<file path="config.mk">
export PLATFORM = sky130hd
export DESIGN_NAME = bist_ctrl_flat
export DESIGN_NICKNAME = d
export VERILOG_FILES = /design/src/rtl/bist_pkg.sv /design/src/rtl/bist_if.sv /design/src/rtl/bist_lfsr.sv /design/src/rtl/bist_ctrl.sv /design/src/flat_wrapper.sv
export SDC_FILE = /design/constraint.sdc
export NUM_CORES = 1
export LEC_CHECK = 0
export CAP_MARGIN = 40
export CORE_MARGIN = 10
export CORE_UTILIZATION = 49
export CTS_BUF_LIST = sky130_fd_sc_hd__clkbuf_4 sky130_fd_sc_hd__clkbuf_8
export DETAILED_ROUTE_END_ITERATION = 7
export GPL_TIMING_DRIVEN = 0
export MAX_ROUTING_LAYER = met4
export PLACE_DENSITY_LB_ADDON = 0.08
export SYNTH_ARGS = -nofsm -noshare
export SYNTH_HDL_FRONTEND = slang
export SYNTH_SLANG_ARGS = --single-unit
</file>
<file path="constraint.sdc">
create_clock -name clk -period 1.4 [get_ports clk]
set_clock_uncertainty 0.1 [all_clocks]
set_input_delay 0.14 -clock clk [delete_from_list [all_inputs] [get_ports clk]]
set_output_delay 0.14 -clock clk [all_outputs]
set_load 0.01 [all_outputs]
</file>
<file path="src/rtl/bist_pkg.sv">
// Shared types and constants for the logic-BIST sequencer and its pattern generator.
// Also holds the MISR width so the MISR block and this controller agree on signature size.
package bist_pkg;

  localparam int MISR_W = 8;
  localparam logic [MISR_W-1:0] LFSR_TAPS     = 8'hB8;
  localparam logic [MISR_W-1:0] LFSR_SEED_DEF = 8'h01;

  typedef enum logic [2:0] {
    IDLE,
    INIT,
    RUN,
    FLUSH,
    COMPARE,
    DONE
  } bist_state_e;

  typedef struct packed {
    logic mode;
    logic cut_rst;
    logic misr_rst;
    logic busy;
    logic done;
  } bist_flags_t;

  // Per-state output flags, registered alongside the state so outputs are glitch-free
  function automatic bist_flags_t flags_of(bist_state_e s);
    bist_flags_t f;
    f          = '0;
    f.mode     = (s == INIT) || (s == RUN) || (s == FLUSH);
    f.cut_rst  = (s == INIT);
    f.misr_rst = (s == INIT);
    f.busy     = (s == INIT) || (s == RUN) || (s == FLUSH) || (s == COMPARE);
    f.done     = (s == DONE);
    return f;
  endfunction

endpackage

</file>
<file path="src/rtl/bist_if.sv">
// Control/status bundle between the BIST sequencer (master) and the test host, CUT mux and MISR (slave).
interface bist_if import bist_pkg::*; #(parameter int NBIT = MISR_W);

  logic            bist_start;
  logic            bist_abort;
  logic [NBIT-1:0] signature;
  logic            bist_mode;
  logic [3:0]      req_tpg;
  logic            cut_rst;
  logic            misr_rst;
  logic            bist_busy;
  logic            bist_done;
  logic            bist_pass;
  logic [NBIT-1:0] sig_q;

  modport master (
    input  bist_start, bist_abort, signature,
    output bist_mode, req_tpg, cut_rst, misr_rst, bist_busy, bist_done, bist_pass, sig_q
  );

  modport slave (
    output bist_start, bist_abort, signature,
    input  bist_mode, req_tpg, cut_rst, misr_rst, bist_busy, bist_done, bist_pass, sig_q
  );

endinterface

</file>
<file path="src/rtl/bist_lfsr.sv">
// Fibonacci LFSR pattern generator; load has priority over advance.
module bist_lfsr import bist_pkg::*; #(
  parameter int              NBIT = MISR_W,
  parameter logic [NBIT-1:0] TAPS = LFSR_TAPS
) (
  input  logic            clk,
  input  logic            load,
  input  logic            en,
  input  logic [NBIT-1:0] seed,
  output logic [NBIT-1:0] q
);

  always_ff @(posedge clk) begin
    if (load) begin
      q <= seed;
    end else if (en) begin
      q <= {q[NBIT-2:0], ^(q & TAPS)};
    end
  end

endmodule

</file>
<file path="src/rtl/bist_ctrl.sv">
// Logic-BIST sequencer for the 4-requester arbiter: drives LFSR patterns into the CUT,
// drains the pipeline, then latches and judges the MISR signature.
module bist_ctrl import bist_pkg::*; #(
  parameter int              NBIT      = MISR_W,
  parameter int              NPAT      = 255,
  parameter int              LAT       = 2,
  parameter logic [NBIT-1:0] LFSR_SEED = LFSR_SEED_DEF,
  parameter logic [NBIT-1:0] GOLDEN    = '0
) (
  input logic   clk,
  input logic   rst,
  bist_if.master bus
);

  localparam int CW = $clog2(NPAT + 1);
  localparam int DW = $clog2(LAT + 1);
  localparam logic [CW-1:0] LAST_PAT   = CW'(NPAT - 1);
  localparam logic [DW-1:0] LAST_DRAIN = DW'(LAT - 1);

  bist_state_e     state;
  bist_flags_t     flags;
  logic [CW-1:0]   cnt;
  logic [DW-1:0]   drain;
  logic            pass;
  logic [NBIT-1:0] sig;
  logic [NBIT-1:0] lfsr;
  logic            lfsr_load;
  logic            lfsr_en;

  assign lfsr_load = rst || (state == INIT);
  assign lfsr_en   = (state == RUN);

  bist_lfsr #(.NBIT(NBIT)) u_lfsr (
    .clk  (clk),
    .load (lfsr_load),
    .en   (lfsr_en),
    .seed (LFSR_SEED),
    .q    (lfsr)
  );

  // Abort beats every transition, including a simultaneous start; sig_q survives it
  always_ff @(posedge clk) begin
    if (rst) begin
      state <= IDLE;
      flags <= flags_of(IDLE);
      cnt   <= '0;
      drain <= '0;
      pass  <= 1'b0;
      sig   <= '0;
    end else if (bus.bist_abort) begin
      state <= IDLE;
      flags <= flags_of(IDLE);
      pass  <= 1'b0;
    end else begin
      unique case (state)
        IDLE, DONE: begin
          if (bus.bist_start) begin
            state <= INIT;
            flags <= flags_of(INIT);
            pass  <= 1'b0;
          end
        end
        INIT: begin
          state <= RUN;
          flags <= flags_of(RUN);
          cnt   <= '0;
        end
        RUN: begin
          cnt <= cnt + 1'b1;
          if (cnt == LAST_PAT) begin
            state <= FLUSH;
            flags <= flags_of(FLUSH);
            drain <= '0;
          end
        end
        FLUSH: begin
          drain <= drain + 1'b1;
          if (drain == LAST_DRAIN) begin
            state <= COMPARE;
            flags <= flags_of(COMPARE);
          end
        end
        COMPARE: begin
          sig   <= bus.signature;
          pass  <= (bus.signature == GOLDEN);
          state <= DONE;
          flags <= flags_of(DONE);
        end
        default: begin
          state <= IDLE;
          flags <= flags_of(IDLE);
        end
      endcase
    end
  end

  // A zero LFSR would lock up and silently apply a constant pattern
  always_ff @(posedge clk) begin
    if (!rst) begin
      assert (lfsr != '0);
    end
  end

  assign bus.bist_mode = flags.mode;
  assign bus.cut_rst   = flags.cut_rst;
  assign bus.misr_rst  = flags.misr_rst;
  assign bus.bist_busy = flags.busy;
  assign bus.bist_done = flags.done;
  assign bus.bist_pass = pass;
  assign bus.sig_q     = sig;
  assign bus.req_tpg   = lfsr[3:0];

endmodule

</file>
<file path="src/flat_wrapper.sv">
// flat-port wrapper written by rule: the top's interface ports become plain ports
module bist_ctrl_flat import bist_pkg::*;
#(
  parameter int              NBIT      = MISR_W,
  parameter int              NPAT      = 255,
  parameter int              LAT       = 2,
  parameter logic [NBIT-1:0] LFSR_SEED = LFSR_SEED_DEF,
  parameter logic [NBIT-1:0] GOLDEN    = '0
)
  (clk, rst, bus_bist_start, bus_bist_abort, bus_signature, bus_bist_mode, bus_req_tpg, bus_cut_rst, bus_misr_rst, bus_bist_busy, bus_bist_done, bus_bist_pass, bus_sig_q);
  bist_if #(.NBIT(NBIT)) bus_i ();
  input logic clk;
  input logic rst;
  input wire logic [$bits(bus_i.bist_start)-1:0] bus_bist_start;
  input wire logic [$bits(bus_i.bist_abort)-1:0] bus_bist_abort;
  input wire logic [$bits(bus_i.signature)-1:0] bus_signature;
  output wire logic [$bits(bus_i.bist_mode)-1:0] bus_bist_mode;
  output wire logic [$bits(bus_i.req_tpg)-1:0] bus_req_tpg;
  output wire logic [$bits(bus_i.cut_rst)-1:0] bus_cut_rst;
  output wire logic [$bits(bus_i.misr_rst)-1:0] bus_misr_rst;
  output wire logic [$bits(bus_i.bist_busy)-1:0] bus_bist_busy;
  output wire logic [$bits(bus_i.bist_done)-1:0] bus_bist_done;
  output wire logic [$bits(bus_i.bist_pass)-1:0] bus_bist_pass;
  output wire logic [$bits(bus_i.sig_q)-1:0] bus_sig_q;
  assign bus_i.bist_start = bus_bist_start;
  assign bus_i.bist_abort = bus_bist_abort;
  assign bus_i.signature = bus_signature;
  assign bus_bist_mode = bus_i.bist_mode;
  assign bus_req_tpg = bus_i.req_tpg;
  assign bus_cut_rst = bus_i.cut_rst;
  assign bus_misr_rst = bus_i.misr_rst;
  assign bus_bist_busy = bus_i.bist_busy;
  assign bus_bist_done = bus_i.bist_done;
  assign bus_bist_pass = bus_i.bist_pass;
  assign bus_sig_q = bus_i.sig_q;
  bist_ctrl #(.NBIT(NBIT), .NPAT(NPAT), .LAT(LAT), .LFSR_SEED(LFSR_SEED), .GOLDEN(GOLDEN)) u_core (.clk(clk), .rst(rst), .bus(bus_i));
endmodule
</file>
# Yosys cells after proc, flatten, opt, wreduce, memory -nomap -nowiden

Index checks and enable logic that the tools add are counted.

Register bits: 35
Memory bits (writable): 0
Output and inout bits: 18
Bits in read-only memories: 0
Bits in latches: 0
Memories: 0
Word-level logic and storage cells: 51
Bits of input ports: 12

Multipliers: 0
Mux-type cells: 13
Divide/modulo/power cells: 0
Shifts and indexed selects: 0
Magnitude comparators: 0
Reductions and logical operators: 14
Add/sub/neg operators: 2
Equality and inequality tests: 10
Bitwise operators: 1

Operator list:

| kind                                          | count |
|---|---|
| case mux 5 bit (5 select lines)               | 1 |
| case mux 8 bit (2 select lines)               | 1 |
| two-way mux 5 bit                             | 3 |
| case mux 3 bit (5 select lines)               | 1 |
| two-way mux 3 bit                             | 3 |
| adder 8 x 1 -> 8 bit, second input constant   | 1 |
| == test 8 bit, second input constant          | 1 |
| zero test 8 bit                               | 1 |
| XOR reduction 8 bit                           | 1 |
| == test 3 x 2 -> 1 bit, second input constant | 2 |
| == test 3 bit, second input constant          | 2 |
| AND reduction 2 bit                           | 3 |
| AND reduction 3 bit                           | 2 |
| nonzero test 2 bit                            | 3 |
| != test 2 bit, second input constant          | 2 |
| case mux 2 bit (2 select lines)               | 1 |
| OR reduction 2 bit                            | 2 |
| == test 3 x 1 -> 1 bit, second input constant | 1 |
| zero test 3 bit                               | 1 |
| adder 2 x 1 -> 2 bit, second input constant   | 1 |
| == test 2 x 1 -> 1 bit, second input constant | 1 |
| two-way mux 2 bit                             | 1 |
| != test 2 x 1 -> 1 bit, second input constant | 1 |
| case mux 1 bit (2 select lines)               | 1 |
| other kinds (3)                               | 3 |

# Longest topological paths before layout

Gate-level depths: netlist (run 1).

Word-level depth: 4
Mapped depth: 6
Gate-level depth less buffers: 6

# By module

A second synthesis (run 1) with hierarchy kept.

Cell total of the unflattened synthesis: 175
Area, all modules: 1,621.6 sq um

By module, submodules not included:

| module    | sequential area each (sq um) | instances | area each (sq um) | cells an instance |
|---|---|---|---|---|
| bist_ctrl | 520.5                        | 1         | 1,249.9           | 153 |
| bist_lfsr | 240.2                        | 1         | 371.6             | 22 |

# Worst setup path before layout (run 1)

Ideal clock, no wire load.

Path type: reg2reg
Start point: register u_core.state[0]
End point: register u_core.sig[5], in the netlist u_core.bus.sig_q[5]
Setup time: 132 ps
Required time: 1,168 ps
Cell stages (with the launch flop): 7
Arrival: 1,277 ps
Setup slack: -109 ps
Clock period less this slack: 1,509 ps
Path buffers: 2
Cell sequence: dfxtp_1 -> buf_6 -> or3b_4 -> or2_1 -> buf_2 -> nand2_1 -> a21oi_1

Longest elaborated chain between the ends: 2

Ends and longest elaborated chain:

| element                              | RTL line        | text |
|---|---|---|
| start, declared                      | bist_ctrl.sv:20 | `bist_state_e state;` |
| start signal, assigned               | bist_ctrl.sv:44 | `state <= IDLE;` |
| start signal, assigned               | bist_ctrl.sv:51 | `state <= IDLE;` |
| start signal, assigned               | bist_ctrl.sv:58 | `state <= INIT;` |
| == test 3 bit                        | bist_ctrl.sv:55 | `unique case (state)` |
| AND reduction 2 bit (no source line) | --              |  |
| end signal, assigned                 | bist_ctrl.sv:84 | `sig <= bus.signature;` |
| end, declared                        | bist_ctrl.sv:25 | `logic [NBIT-1:0] sig;` |

Every way passes these cells.
A chain may end at the register's enable or synchronous reset.

# Worst setup path in the final report (run 1)

Start point: register u_core.state[2]
End point: register u_core.sig[2], in the netlist u_core.bus.sig_q[2]

Same word-level chain as after synthesis.

==> flow_metrics.tcl, run 1 <==
set metrics [dict create \
    status "finished, violations left" \
    violations "negative setup slack" \
    cp_data_arrival_time_ns 1.66 \
    worstMarginPinSlew_ns 0.4754 \
    antenna_found_initial 0 \
    port_buffers 28 \
    netlist_instances 204 \
    setup_slack_ns -0.1463 \
    power.density_nw_per_um2 731.9 \
    htree_levels 2 \
    start_util_pct 50.88 \
    cpPeakStageDelay_ns 0.42 \
    final_cell_mix "23 x nand2_1, 21 x nor2_1, 19 x dfxtp_1, 18 x buf_4, 18 x dlygate4sd2_1" \
    routed-wl-met3_um 284 \
    synth.area.top_cells "dfxtp_1 40%, nand2_1 6.2%, a21oi_1 4.7%" \
    first_global_vias 1670 \
    fin_nets 269 \
    die_area_um2 6220 \
    core-area_um2 3337 \
    gp_congestion 0.8692 \
    worstHoldStart "rst" \
    drt_pass1_iterations 4 \
    route.met2.wl_um 2473 \
    ant_nets 0 \
    finalSetupViolCount 19 \
    cp_top_family "simple AND/OR/NAND/NOR gates" \
    overflow 0 \
    period_share_pct 110.5 \
    wire_per_inst_um 15.85 \
    crit_path_start_kind "flip-flop" \
    wl_met1_um 1935 \
    pin_count 30 \
    yosysUniqueCellTypes 45 \
    seq_area_frac_synth_pct 40.09 \
    hold_viol_final 0 \
    ys_async_sr_fraction_pct 0 \
    timing.rr.start "u_core.state[2]" \
    worstPathRequired_ns 1.52 \
    clk_latency_ns 0.34 \
    ys_ff_latch 34 \
    cts-buffers-inserted 5 \
    via_per_inst 5.532 \
    design_area_um2 2454 \
    routed-via-count 1665 \
    final_common_cell "nand2_1" \
    vdd_drop_max_uv 435.0 \
    syn_nets 219 \
    slowest_stage "or3b_4" \
    crit_path_start "u_core.state[2]" \
    die_w_um 78.87 \
    fillers 255 \
    total_power_mw 1.796 \
    reg2reg_depth 5 \
    multi_input_area_um2 1059 \
    routed_wl_um 4770 \
    synth_top_area_share_pct 40.09 \
    regArea_um2 711.9 \
    slew_viol_final 0 \
    critPathKind "reg2reg" \
    cp_num_buf_inv 1 \
    drtIter0Drc 100 \
    rsz0062_at_grt "yes" \
    drc 0 \
    slew_headroom_pct 68.25 \
    critical_path.cell_chain "or3b_4 > or2_1 > buf_6 > nand2_1 > a21oi_1" \
    max-cap-violations 0 \
    yosysWarnings 0 \
    min_path_type "in2reg" \
    path_clk_slew_ns 0.10 \
    area_growth_pct 44.51 \
    clockBufferDepth 2 \
    dp_hpwl_um 2974 \
    fmax_ghz 0.6467 \
    worstSetupPathDepth 5 \
    die_y_um 78.87 \
    layout_min_cycle_time_ns 1.546 \
    grt_max_degree 11 \
    place_area_um2 2052 \
    top_layer "met4" \
    whs_path_depth 3 \
    synth_area_um2 1698 \
    cts_num_sinks 34 \
    yosysTopAreaCell "dfxtp_1" \
    n_antenna_cell 0 \
    crit_fanout 8 \
    drive_above_1_share_pct 34.90 \
    synth_ff_type "dfxtp_1" \
    grt_pass1_wl_um 7534 \
    avgSynthCellArea_um2 8.323 \
    synth_edf_count 0 \
    clock_tree.root_cell "clkbuf_4" \
    cellLeakagePower_nw 0.9847 \
    row_count 21 \
    grt_use_total_pct 15.21 \
    critPathCaptureType "flip-flop" \
    tritoncts "yes" \
]
## per-stage QoR
stage	worst slack (ns)	cells	setup TNS (ns)	hold slack (ns)	util, %
6_report	-0.1463	301	-1.788	0.2114	73.53
5_1_grt	-0.2073	301	-3.016	0.2440	73.53
4_1_cts	-0.1665	298	-1.642	0.1879	70.23
3_5_place_dp	-0.4514	278	-6.855	0.3486	61.49
3_3_place_gp	-0.3834	278	-5.908	0.3422	61.49
2_1_floorplan	-0.09920	204	-0.7930	0.1760	-
## area by class of cell
type	instances	share of cell area, %
multi-input cells	147	43.14
flip-flops and latches	34	29.02
repair buffers	46	17.95
plain buffers	15	4.182
clock buffers	7	2.397
well taps	46	2.346
inverters	5	0.7649
clock inverters	1	0.2040
## worst min-delay path, stage by stage
cell and delay, ns:
clkbuf_1 0.19, nor2b_1 0.14, mux2_2 0.15
## synthesized netlist by cell type (all sizes together) (2+ instances only)
library cell / n
dfxtp: 34
nand2: 28
nor2: 23
a21oi: 16
buf: 13
nand3: 8
a22oi: 7
o21ai: 6
xor2: 6
a22o: 5
clkbuf: 5
inv: 5
ha: 3
nand4: 3
nor3: 3
or2: 3
or3: 3
a221oi: 2
a2bb2oi: 2
a31o: 2
mux2: 2
mux2i: 2
nand2b: 2
nor2b: 2
nor4: 2
nor4b: 2
o211ai: 2
o2bb2ai: 2
xnor2: 2
## logic make-up (layout without fill, tap and decap cells)
kind of cell               count (synthesis)  count (layout)  synth area share (%)
xor gates and xnor gates                   8               8                 4.569
AOI/OAI and AO/OA                         48              48                 19.46
buffers and inverters                     23              74                 7.148
adders and majority gates                  3               3                 2.211
DFF                                       34              34                 40.09
and+or+nand+nor                           84              84                 24.02
muxes                                      4               4                 2.505
## path summary, 6_finish.rpt
| path | to | slack, ns |
|---|---|---|
| hold / removal | u_core.drain[0] | 0.21 |
| hold reg to reg | u_core.bus.sig_q[3] | 0.36 |
| setup reg to reg | u_core.bus.sig_q[2] | -0.15 |
| setup / recovery | u_core.bus.sig_q[2] | -0.15 |
## sequential cells by signal (all words and copies together) (netlist names), 2 cells and up
register	cells
u_core.bus.sig_q	8
u_core.drain	2
u_core.state	3
u_core.u_lfsr.q	8
u_core.cnt	8
## layer usage
layer,GRT usage [%],up-vias
li1,-,816
met1,15.20,785
met2,26.73,55
met3,5.293,9
met4,5.914,0
met5,-,-
## power breakdown
| part | switching, mW | internal, mW | total [mW] |
|---|---|---|---|
| combinational | 0.116 | 0.107 | 0.223 |
| clock | 0.327 | 0.263 | 0.589 |
| sequential | 0.0126 | 0.971 | 0.984 |
## timing repair
item | 4_1_cts | 5_1_grt
gates resized for setup | 65 | 21
hold buffers | 0 | 0
pin swaps | 16 | 6
buffers inserted | 13 | 4
setup endpoints to repair | 51 | 32
gates cloned | 0 | 1
No activity file was read; power rests on OpenSTA's default activity.
==> inputs of run 2 (changes only) <==
- HOLD_SLACK_MARGIN: default -> 0.1
==> results of run 2 <==
Same layout as run 1: the final DEF is identical, and so are final timing and power.
